--- src/rtl/vmul_pkg.sv ---
// Shared types and constants for the vmul round-robin scheduler slice.
package vmul_pkg;

  localparam int unsigned OPW   = 8;
  localparam int unsigned PRODW = 16;

  typedef enum logic [1:0] {
    IDLE = 2'd0,
    MUL  = 2'd1,
    RESP = 2'd2
  } state_e;

  function automatic int unsigned clog2(input int unsigned n);
    int unsigned r;
    r = 0;
    for (int i = 0; i < 32; i++) begin
      if ((64'd1 << i) < 64'(n)) r = 32'(i + 1);
    end
    return r;
  endfunction

endpackage

--- src/rtl/vmul_rr_sched_if.sv ---
// Request/response bus between DSP clients and the shared multiplier scheduler.
interface vmul_rr_sched_if #(
  parameter int unsigned N_REQ = 4,
  parameter int unsigned ID_W  = 2
);
  logic [N_REQ-1:0]   req_valid;
  logic [N_REQ-1:0]   req_ready;
  logic [8*N_REQ-1:0] req_a;
  logic [8*N_REQ-1:0] req_b;
  logic               rsp_valid;
  logic               rsp_ready;
  logic [ID_W-1:0]    rsp_id;
  logic [15:0]        rsp_q;
  logic               busy;

  modport master (
    output req_valid, req_a, req_b, rsp_ready,
    input  req_ready, rsp_valid, rsp_id, rsp_q, busy
  );

  modport slave (
    input  req_valid, req_a, req_b, rsp_ready,
    output req_ready, rsp_valid, rsp_id, rsp_q, busy
  );
endinterface

--- src/rtl/v8_bka.sv ---
// 8x8 unsigned Vedic multiplier: crosswise 4x4 partial products summed by Brent-Kung adders.
module V8_BKA
  import vmul_pkg::*;
(
  input  logic [OPW-1:0]   i_a,
  input  logic [OPW-1:0]   i_b,
  output logic [PRODW-1:0] o_p
);

  function automatic logic [7:0] mul4(input logic [3:0] x, input logic [3:0] y);
    logic [7:0] xx;
    logic [7:0] yy;
    xx = {4'd0, x};
    yy = {4'd0, y};
    return xx * yy;
  endfunction

  // Brent-Kung parallel prefix: up-sweep builds group carries, down-sweep fills the gaps.
  function automatic logic [15:0] bka_add16(input logic [15:0] x, input logic [15:0] y);
    logic [15:0] p;
    logic [15:0] gg;
    logic [15:0] pp;
    logic [15:0] s;
    p  = x ^ y;
    gg = x & y;
    pp = p;
    for (int d = 1; d < 16; d = d * 2) begin
      for (int i = 2 * d - 1; i < 16; i = i + 2 * d) begin
        gg[i] = gg[i] | (pp[i] & gg[i-d]);
        pp[i] = pp[i] & pp[i-d];
      end
    end
    for (int d = 4; d >= 1; d = d / 2) begin
      for (int i = 3 * d - 1; i < 16; i = i + 2 * d) begin
        gg[i] = gg[i] | (pp[i] & gg[i-d]);
        pp[i] = pp[i] & pp[i-d];
      end
    end
    s[0] = p[0];
    for (int i = 1; i < 16; i++) s[i] = p[i] ^ gg[i-1];
    return s;
  endfunction

  logic [7:0]       w_ll, w_lh, w_hl, w_hh;
  logic [PRODW-1:0] w_mid, w_sum1;

  assign w_ll   = mul4(i_a[3:0], i_b[3:0]);
  assign w_lh   = mul4(i_a[3:0], i_b[7:4]);
  assign w_hl   = mul4(i_a[7:4], i_b[3:0]);
  assign w_hh   = mul4(i_a[7:4], i_b[7:4]);
  assign w_mid  = bka_add16(PRODW'(w_lh), PRODW'(w_hl));
  assign w_sum1 = bka_add16(PRODW'(w_ll), w_mid << 4);
  assign o_p    = bka_add16(w_sum1, PRODW'(w_hh) << 8);

endmodule

--- src/rtl/vmul_rr_pick.sv ---
// Combinational round-robin picker: first valid index at or after ptr, wrapping.
module vmul_rr_pick #(
  parameter int unsigned N_REQ = 4,
  parameter int unsigned ID_W  = 2
) (
  input  logic [N_REQ-1:0] i_req,
  input  logic [ID_W-1:0]  i_ptr,
  output logic [N_REQ-1:0] o_gnt_onehot,
  output logic [ID_W-1:0]  o_gnt_idx,
  output logic             o_any
);

  logic [ID_W-1:0] w_cand;

  always_comb begin
    o_gnt_onehot = '0;
    o_gnt_idx    = '0;
    o_any        = 1'b0;
    w_cand       = '0;
    for (int unsigned k = 0; k < N_REQ; k++) begin
      w_cand = ID_W'((32'(i_ptr) + k) % N_REQ);
      if (!o_any && i_req[w_cand]) begin
        o_any        = 1'b1;
        o_gnt_idx    = w_cand;
        o_gnt_onehot = N_REQ'(1) << w_cand;
      end
    end
  end

endmodule

--- src/rtl/vmul_rr_sched.sv ---
// Round-robin scheduler sharing one V8_BKA multiplier among N_REQ requesters.
// Optional grant counters under macro VMUL_SCHED_PERF_EN.
module vmul_rr_sched
  import vmul_pkg::*;
#(
  parameter int unsigned N_REQ = 4,
  parameter int unsigned ID_W  = clog2(N_REQ)
) (
  input  logic               clk,
  input  logic               rst,
  vmul_rr_sched_if.slave     bus
`ifdef VMUL_SCHED_PERF_EN
  ,
  input  logic               perf_clr,
  output logic [16*N_REQ-1:0] perf_cnt
`endif
);

  state_e           r_state, w_state_nxt;
  logic [ID_W-1:0]  r_ptr, r_gid, r_rsp_id;
  logic [ID_W-1:0]  w_gnt_idx, w_ptr_nxt;
  logic [N_REQ-1:0] w_gnt_onehot;
  logic             w_any, w_grant_win, w_take;
  logic [OPW-1:0]   r_op_a, r_op_b, w_sel_a, w_sel_b;
  logic [PRODW-1:0] w_prod, r_rsp_q;
  logic             r_rsp_valid;

  vmul_rr_pick #(.N_REQ(N_REQ), .ID_W(ID_W)) u_pick (
    .i_req        (bus.req_valid),
    .i_ptr        (r_ptr),
    .o_gnt_onehot (w_gnt_onehot),
    .o_gnt_idx    (w_gnt_idx),
    .o_any        (w_any)
  );

  V8_BKA u_mul (
    .i_a (r_op_a),
    .i_b (r_op_b),
    .o_p (w_prod)
  );

  always_ff @(posedge clk or posedge rst) begin
    if (rst) r_state <= IDLE;
    else     r_state <= w_state_nxt;
  end

  // Grants open in IDLE and in RESP once the consumer takes the product.
  always_comb begin
    w_state_nxt = r_state;
    w_grant_win = 1'b0;
    case (r_state)
      IDLE: begin
        w_grant_win = 1'b1;
        if (w_any) w_state_nxt = MUL;
      end
      MUL:  w_state_nxt = RESP;
      RESP: begin
        if (bus.rsp_ready) begin
          w_grant_win = 1'b1;
          w_state_nxt = w_any ? MUL : IDLE;
        end
      end
      default: w_state_nxt = IDLE;
    endcase
  end

  assign w_take        = w_grant_win & w_any & ~rst;
  assign bus.req_ready = w_take ? w_gnt_onehot : '0;
  assign w_ptr_nxt     = (w_gnt_idx == ID_W'(N_REQ - 1)) ? '0 : w_gnt_idx + ID_W'(1);

  always_comb begin
    w_sel_a = '0;
    w_sel_b = '0;
    for (int unsigned i = 0; i < N_REQ; i++) begin
      if (w_gnt_onehot[i]) begin
        w_sel_a = bus.req_a[i*OPW +: OPW];
        w_sel_b = bus.req_b[i*OPW +: OPW];
      end
    end
  end

  always_ff @(posedge clk or posedge rst) begin
    if (rst) begin
      r_ptr       <= '0;
      r_gid       <= '0;
      r_op_a      <= '0;
      r_op_b      <= '0;
      r_rsp_valid <= 1'b0;
      r_rsp_id    <= '0;
      r_rsp_q     <= '0;
    end else begin
      if (w_take) begin
        r_op_a <= w_sel_a;
        r_op_b <= w_sel_b;
        r_gid  <= w_gnt_idx;
        r_ptr  <= w_ptr_nxt;
      end
      if (r_state == MUL) begin
        r_rsp_q     <= w_prod;
        r_rsp_id    <= r_gid;
        r_rsp_valid <= 1'b1;
      end else if (r_state == RESP && bus.rsp_ready) begin
        r_rsp_valid <= 1'b0;
      end
    end
  end

  assign bus.rsp_valid = r_rsp_valid;
  assign bus.rsp_id    = r_rsp_id;
  assign bus.rsp_q     = r_rsp_q;
  assign bus.busy      = (r_state != IDLE);

`ifdef VMUL_SCHED_PERF_EN
  logic [15:0] r_perf_cnt [N_REQ];

  // Saturating per-requester grant counters; clear wins over increment.
  always_ff @(posedge clk or posedge rst) begin
    if (rst) begin
      for (int unsigned i = 0; i < N_REQ; i++) r_perf_cnt[i] <= '0;
    end else begin
      for (int unsigned i = 0; i < N_REQ; i++) begin
        if (perf_clr)
          r_perf_cnt[i] <= '0;
        else if (w_take && w_gnt_onehot[i] && r_perf_cnt[i] != 16'hFFFF)
          r_perf_cnt[i] <= r_perf_cnt[i] + 16'd1;
      end
    end
  end

  always_comb begin
    perf_cnt = '0;
    for (int unsigned i = 0; i < N_REQ; i++) perf_cnt[i*16 +: 16] = r_perf_cnt[i];
  end
`endif

endmodule

--- src/flat_wrapper.sv ---
// flat-port wrapper written by rule: the top's interface ports become plain ports
module vmul_rr_sched_flat import vmul_pkg::*;
#(
  parameter int unsigned N_REQ = 4,
  parameter int unsigned ID_W  = clog2(N_REQ)
)
  (clk, rst, bus_req_valid, bus_req_a, bus_req_b, bus_rsp_ready, bus_req_ready, bus_rsp_valid, bus_rsp_id, bus_rsp_q, bus_busy);
  vmul_rr_sched_if #(.N_REQ(N_REQ), .ID_W(ID_W)) bus_i ();
  input  logic clk;
  input  logic rst;
  input wire logic [$bits(bus_i.req_valid)-1:0] bus_req_valid;
  input wire logic [$bits(bus_i.req_a)-1:0] bus_req_a;
  input wire logic [$bits(bus_i.req_b)-1:0] bus_req_b;
  input wire logic [$bits(bus_i.rsp_ready)-1:0] bus_rsp_ready;
  output wire logic [$bits(bus_i.req_ready)-1:0] bus_req_ready;
  output wire logic [$bits(bus_i.rsp_valid)-1:0] bus_rsp_valid;
  output wire logic [$bits(bus_i.rsp_id)-1:0] bus_rsp_id;
  output wire logic [$bits(bus_i.rsp_q)-1:0] bus_rsp_q;
  output wire logic [$bits(bus_i.busy)-1:0] bus_busy;
  assign bus_i.req_valid = bus_req_valid;
  assign bus_i.req_a = bus_req_a;
  assign bus_i.req_b = bus_req_b;
  assign bus_i.rsp_ready = bus_rsp_ready;
  assign bus_req_ready = bus_i.req_ready;
  assign bus_rsp_valid = bus_i.rsp_valid;
  assign bus_rsp_id = bus_i.rsp_id;
  assign bus_rsp_q = bus_i.rsp_q;
  assign bus_busy = bus_i.busy;
  vmul_rr_sched #(.N_REQ(N_REQ), .ID_W(ID_W)) u_core (.clk(clk), .rst(rst), .bus(bus_i));
endmodule
--- config.mk ---
export PLATFORM = sky130hd
export DESIGN_NAME = vmul_rr_sched_flat
export DESIGN_NICKNAME = d
export VERILOG_FILES = /design/src/rtl/vmul_pkg.sv /design/src/rtl/vmul_rr_sched_if.sv /design/src/rtl/v8_bka.sv /design/src/rtl/vmul_rr_pick.sv /design/src/rtl/vmul_rr_sched.sv /design/src/flat_wrapper.sv
export SDC_FILE = /design/constraint.sdc
export NUM_CORES = 1
export LEC_CHECK = 0
export ABC_AREA = 1
export CAP_MARGIN = 20
export CORE_MARGIN = 4
export CORE_UTILIZATION = 45
export DETAILED_ROUTE_END_ITERATION = 12
export HOLD_SLACK_MARGIN = 0.12
export PLACE_DENSITY = 0.66
export SYNTH_ARGS = -nofsm -noshare
export SYNTH_HDL_FRONTEND = slang
export SYNTH_SLANG_ARGS = --single-unit
--- constraint.sdc ---
create_clock -name clk -period 6.9 [get_ports clk]
set_input_delay 0.69 -clock clk [delete_from_list [all_inputs] [get_ports clk]]
set_output_delay 0.69 -clock clk [all_outputs]
set_load 0.005 [all_outputs]
== Word-level counts from Yosys, hierarchy flattened ==
Index checks and enable logic that the tools add are counted.

* Reductions and logical operators: 11
* Multiply operators: 4
* Mux-type cells: 38
* Eq/ne operators: 5
* Shift operators: 4
* Order comparisons: 4
* Bitwise gates (word level): 189
* $add $sub $neg: 4

{| class="wikitable"
|+ Operators by type and width
! kind !! number
|-
| 1-bit bitwise AND || 78
|-
| 8-bit two-way mux || 8
|-
| 1-bit OR || 56
|-
| 1-bit XOR || 37
|-
| 4-bit by 4-bit multiplier with 8-bit output || 4
|-
| 4-bit two-way mux || 5
|-
| 1-bit by 2-bit << shifter with 4-bit output (first input constant) || 4
|-
| 16-bit XOR || 1
|-
| 8-bit by 16-bit XOR with 16-bit output || 1
|-
| 15-bit bitwise AND || 1
|-
| 8-bit by 15-bit bitwise AND with 15-bit output || 1
|-
| 2-bit two-way mux || 7
|-
| 2-bit by 3-bit < comparator with 1-bit output (second input constant) || 4
|-
| 1-bit two-way mux || 12
|-
| 8-bit bitwise AND || 1
|-
| 1-bit binary-select mux with 2-bit select || 4
|-
| 8-bit XOR || 1
|-
| 2-bit case mux with 3 select lines || 1
|-
| 2-bit by 1-bit adder with 2-bit output (second input constant) || 2
|-
| 2-bit adder (second input constant) || 2
|-
| 2-bit equality test (second input constant) || 2
|-
| 1-bit logical AND || 4
|-
| 2-bit nonzero test || 2
|-
| 1-bit XOR (first input constant) || 4
|-
| other kinds (11) || 17
|}

* Word-level logic and storage cells: 267
* Register bits: 41
* Input bits: 71
* Output and inout bits: 24

== Longest topological paths before layout ==
* Depth in word-level cells: 41
* Mapped depth: 30
* Mapped depth without buffers: 29

== Cells and area by module ==
From an unflattened synthesis, not the netlist that was laid out.

* Cell total of the unflattened synthesis: 809
* Area total of the unflattened synthesis: 5407.7 um2

{| class="wikitable"
|+ By module, submodules not included
! module !! area an instance (um2) !! seq. area each (um2) !! instances !! cells an instance
|-
| V8_BKA || 2702.6 || 0.0 || 1 || 411
|-
| vmul_rr_sched || 2294.7 || 1026.0 || 1 || 325
|-
| vmul_rr_pick || 410.4 || 0.0 || 1 || 73
|}

== Least setup slack after synthesis ==
OpenSTA, ideal clock, no wires.

* Path kind: reg2reg
* From: register u_core.r_op_a[4]
* To: register u_core.r_rsp_q[15], in the netlist u_core.bus.rsp_q[15]
* Path slack: 1.284 ns
* Setup time: 0.083 ns
* Period minus slack after synthesis: 5.616 ns
* Cell stages (with the launch flop): 28
* Buffers on the path: 1
* Required time: 6.817 ns
* Arrival: 5.533 ns
* Cells stage by stage: dfrtp_1 -> clkbuf_1 -> nand2_1 -> fa_1 -> inv_1 -> fa_1 -> inv_1 -> fa_1 -> inv_1 -> ha_1 -> nand2_1 -> nor2_1 -> a211oi_1 -> nor2_1 -> a211oi_1 -> fa_1 -> inv_1 -> ha_1 -> xnor2_1 -> ha_1 -> nand2_1 -> nor2_1 -> a211oi_1 -> o21ai_0 -> ha_1 -> xor2_1 -> xor2_1 -> o21ai_0

* Word-level cells in the longest chain between the ends: 27
* Elaborated cells on any way between the ends: 136
* Classes of those cells: 2 x mul; 134 x bitwise

{| class="wikitable"
|+ Ends and longest elaborated chain
! item !! line !! RTL
|-
| start, declared || vmul_rr_sched.sv:24 || <nowiki>logic [OPW-1:0] r_op_a, r_op_b, w_sel_a, w_sel_b;</nowiki>
|-
| start signal, assigned || vmul_rr_sched.sv:93 || <nowiki>r_op_a <= w_sel_a;</nowiki>
|-
| 4-bit by 4-bit multiplier with 8-bit output || v8_bka.sv:15 || <nowiki>return xx * yy;</nowiki>
|-
| 8-bit XOR / 8-bit bitwise AND (equally long branches) || v8_bka.sv:24, v8_bka.sv:25 ||
|-
| 1-bit bitwise AND || v8_bka.sv:29 || <nowiki>gg[i] = gg[i] | (pp[i] & gg[i-d]);</nowiki>
|-
| 1-bit OR || v8_bka.sv:29 ||
|-
| 1-bit bitwise AND || v8_bka.sv:35 || <nowiki>gg[i] = gg[i] | (pp[i] & gg[i-d]);</nowiki>
|-
| 1-bit OR || v8_bka.sv:35 ||
|-
| 1-bit XOR || v8_bka.sv:40 || <nowiki>for (int i = 1; i < 16; i++) s[i] = p[i] ^ gg[i-1];</nowiki>
|-
| 8-bit by 16-bit XOR with 16-bit output || v8_bka.sv:24 || <nowiki>p = x ^ y;</nowiki>
|-
| [... 11 more ...] || -- ||
|-
| 1-bit OR (tied with other cells) || v8_bka.sv:29 ||
|-
| 1-bit OR / 1-bit bitwise AND (equally long branches) || v8_bka.sv:29, v8_bka.sv:35 ||
|-
| 1-bit OR || v8_bka.sv:35 ||
|-
| 1-bit bitwise AND || v8_bka.sv:35 ||
|-
| 1-bit OR || v8_bka.sv:35 ||
|-
| 1-bit bitwise AND || v8_bka.sv:35 ||
|-
| 1-bit OR || v8_bka.sv:35 ||
|-
| 1-bit XOR (*) || v8_bka.sv:40 ||
|-
| end signal, assigned || vmul_rr_sched.sv:99 || <nowiki>r_rsp_q <= w_prod;</nowiki>
|-
| end, declared || vmul_rr_sched.sv:25 || <nowiki>logic [PRODW-1:0] w_prod, r_rsp_q;</nowiki>
|}

Mark *: on every way between the ends. The rest lies on a longest branch, timed or not.
A chain may end at the register's enable or synchronous reset.

== Worst setup path after layout ==
* From: register u_core.r_op_b[3]
* To: register u_core.r_rsp_q[15], in the netlist u_core.bus.rsp_q[15]

* Word-level cells in the longest chain between the ends: 25
* Elaborated cells on any way between the ends: 141
* Classes of those cells: 2 x mul; 139 x bitwise

{| class="wikitable"
|+ Ends and longest elaborated chain
! item !! line !! RTL
|-
| start, declared || vmul_rr_sched.sv:24 ||
|-
| start signal, assigned || vmul_rr_sched.sv:94 || <nowiki>r_op_b <= w_sel_b;</nowiki>
|-
| 4-bit by 4-bit multiplier with 8-bit output || v8_bka.sv:15 ||
|-
| 8-bit XOR || v8_bka.sv:24 ||
|-
| 1-bit bitwise AND (on tied branches) || v8_bka.sv:29, v8_bka.sv:30 ||
|-
| 1-bit OR / 1-bit bitwise AND (equally long branches) || v8_bka.sv:29 ||
|-
| 1-bit OR || v8_bka.sv:29 ||
|-
| 1-bit bitwise AND || v8_bka.sv:35 ||
|-
| 1-bit OR || v8_bka.sv:35 ||
|-
| 1-bit bitwise AND / 1-bit XOR (equally long branches) || v8_bka.sv:35, v8_bka.sv:40 ||
|-
| [... 9 more ...] || -- ||
|-
| 1-bit XOR (tied with other cells) || v8_bka.sv:40 ||
|-
| 16-bit XOR (tied with other cells) || v8_bka.sv:24 ||
|-
| 1-bit bitwise AND (tied with other cells) || v8_bka.sv:29 ||
|-
| 1-bit OR / 1-bit bitwise AND (equally long branches) || v8_bka.sv:29, v8_bka.sv:35 ||
|-
| 1-bit OR || v8_bka.sv:35 ||
|-
| 1-bit bitwise AND || v8_bka.sv:35 ||
|-
| 1-bit OR || v8_bka.sv:35 ||
|-
| 1-bit XOR (*) || v8_bka.sv:40 ||
|}

Marks and branches as above.

==> flow_metrics.py <==
metrics = {
    "placement": {
        "port_buffers": 94,
        "globalplace.congestion": 0.882,
        "hpwl_um": 10600,
    },
    "finish": {
        "area_delta_synth_final_pct": 20.4,
        "fillerInstances": 1092,
        "regArea_sq_um": 1030,
        "final_cell_mix": "nand2_1 (245), inv_1 (167), clkdlybuf4s50_1 (94)",
        "final_nets": 1020,
        "mostFrequentLayoutCell": "nand2_1",
        "multi_input_area_sq_um": 3610,
        "n_antenna_cell": 0,
        "drive_gt1_share_pct": 5.88,
    },
    "yosys": {
        "ys_warn_count": 0,
        "ys.flop_type": "dfrtp_1",
        "synth_cell_types": 37,
        "ys_ff_latch": 41,
        "synth.avg_cell_area_sq_um": 7.01,
        "seq_area_frac_synth_pct": 18.8,
        "synth_cells": 779,
        "syn_nets": 949,
        "async_flop_share_pct": 100,
        "synth_area_sq_um": 5460,
        "synth-edff-count": 0,
    },
    "die": {
        "placeableCoreArea_sq_um": 11700,
        "io_pins": 95,
        "die_x_um": 118,
        "start_util_pct": 46.8,
        "die_y_um": 118,
        "num_rows": 39,
        "die_area_sq_um": 14000,
    },
    "sta": {
        "finalCritPeriodShare_pct": 87.8,
        "tightest_slew_ps": 712,
        "slew_viol_final": 0,
        "finalHoldViolCount": 0,
        "setup_viol": 0,
        "max_clock_freq_mhz": 165,
        "period_needed_ps": 6060,
        "setup_tns_ps": 0,
        "fin_skew_ps": 10.1,
        "max_slew_margin_pct": 52.5,
        "rsz0062_at_grt": "false",
    },
    "worst_setup_path": {
        "slowest_stage": "fa_1",
        "r2r_cells": 26,
        "setup.worst_path.start_class": "register",
        "critical_path.top_delay_family": "adder cells",
        "arrival_ps": 6260,
        "path_class": "reg -> reg",
        "regToRegEndpoint": "u_core.bus.rsp_q[15]",
        "cp.depth": 26,
        "critPathLaunch": "u_core.r_op_b[3]",
        "crit_path_end": "u_core.bus.rsp_q[15]",
        "cpPeakStageDelay_ps": 560,
        "r2r-start": "u_core.r_op_b[3]",
        "worst-path-buf-inv": 4,
        "critPathCaptureType": "register",
        "worstPathRequired_ps": 7100,
        "cp_max_fo": 9,
        "r2r_setup_slack_ps": 840,
    },
    "clock_network": {
        "numCtsBuffers": 5,
        "htree_levels": 2,
        "clock_path_buffers": 2,
        "clkSlewWorstSetupHoldPaths_ps": 70,
        "post_cts_buffers": 0,
        "cts_resized": 0,
        "root_buffer": "clkbuf_16",
        "clk_latency_ps": 300,
        "cts_sinks": 41,
        "ctsHoldBuffers": 0,
        "cts_tree": "yes",
    },
    "route": {
        "drt_iter0_markers": 249,
        "wl_um": 12600,
        "routedWlPerCell_um": 12.7,
        "ant_nets": 0,
        "first_pass_iters": 4,
        "drc": 0,
        "vias_per_cell": 4.70,
        "num_vias": 4669,
    },
    "global_routing": {
        "grt_pass1_wl_um": 22000,
        "track_usage_pct": 18.6,
        "grt_pass1_vias": 4750,
        "busiest_layer": "met2",
        "grt.met1_usage_pct": 25.2,
        "use_met2_pct": 30.4,
        "grt_max_degree": 42,
        "antenna_found_initial": 0,
        "use_met3_pct": 4.11,
        "overflow": 0,
    },
    "hold_path": {
        "hold_class": "reg -> reg",
        "hold_path.startpoint": "u_core.r_state[0]",
    },
    "pwr": {
        "power_mw": 2.74,
        "power_leakage_nw": 4.01,
        "peakVddDrop_mv": 0.246,
        "power_density_nw_per_um2": 417,
    },
    "job": {
        "cap_viol_max_count": 0,
    },
    "status": {
        "status": "complete, no violations",
    },
}
-- where the power goes --
part	internal, mW	total [mW]	switching [mW]
clock	0.136	0.243	0.107
sequential	0.344	0.501	0.157
combinational	0.779	2.00	1.22
total	1.26	2.74	1.48
-- per-stage QoR --
step | cell area [sq um] | cells | hold slack [ps] | util [%] | setup WS [ps]
after floorplan | 5460 | 779 | 415 | - | 1280
after CTS | 6570 | 994 | 452 | 56.4 | 832
after global routing | 6570 | 994 | 482 | 56.4 | 394
final | 6570 | 994 | 446 | 56.4 | 842
after global placement | 6420 | 986 | 420 | 55.1 | 1110
after detailed placement | 6420 | 986 | 443 | 55.1 | 856
-- synthesized netlist by cell type (2+ instances only) --
cell | count | area [sq um]
buf_6 | 5 | 56.3
inv_1 | 167 | 627
a21oi_1 | 31 | 155
o21ai_0 | 22 | 110
nand4_1 | 3 | 18.8
a211oi_1 | 3 | 22.5
clkbuf_1 | 19 | 71.3
nand3_1 | 36 | 180
nor2_1 | 25 | 93.8
nor2_8 | 3 | 60.1
nand2_4 | 3 | 33.8
a31oi_1 | 2 | 12.5
xor2_1 | 11 | 96.3
nor3_1 | 2 | 10.0
nor2_2 | 2 | 12.5
ha_1 | 74 | 926
fa_1 | 25 | 500
buf_2 | 7 | 35.0
xnor2_1 | 13 | 114
a21o_1 | 2 | 15.0
nand3_2 | 10 | 100
dfrtp_1 | 41 | 1030
nand3_4 | 5 | 87.6
nand2_2 | 6 | 37.5
nand2_1 | 245 | 920
inv_2 | 6 | 22.5
-- metal layers --
metal  vias up  wire length [um]
met5         -                 0
met4         0               121
met3         9               804
met2       128              5510
met1      2031              6140
li1       2501                 -
-- cells by family after synthesis --
family / share of synthesized area (%)
AOI/OAI and AO/OA: 6.60
DFF: 18.8
and+or+nand+nor: 29.6
buffers and inverters: 15.0
xor gates and xnor gates: 3.85
adders and majority gates: 26.1
-- sequential cells by signal, summed over array words and instances (netlist names), named ones only --
name,count
u_core.bus.rsp_id,2
u_core.bus.rsp_q,16
u_core.bus.rsp_valid,1
u_core.r_gid,2
u_core.r_op_a,8
u_core.r_op_b,8
u_core.r_ptr,1
u_core.r_state,2
-- final cells by class --
class / count / area share (%)
Tap cell: 143 / 2.72
Clock buffer: 5 / 1.90
Inverter: 174 / 10.0
Clock inverter: 3 / 0.381
Sequential cell: 41 / 15.6
Timing Repair Buffer: 95 / 14.4
Multi-Input combinational cell: 533 / 54.9
-- worst min path at each step --
stage / depth (start not counted) / end / slack, ps
2_1_floorplan: 1 / u_core.r_state[1] / 420
3_3_place_gp: 1 / u_core.r_state[1] / 420
3_5_place_dp: 1 / u_core.r_state[1] / 440
4_1_cts: 1 / u_core.r_state[1] / 450
5_1_grt: 1 / u_core.r_state[1] / 480
6_report: 1 / u_core.r_state[1] / 450
Note: power is estimated with default switching activity, not from simulation.
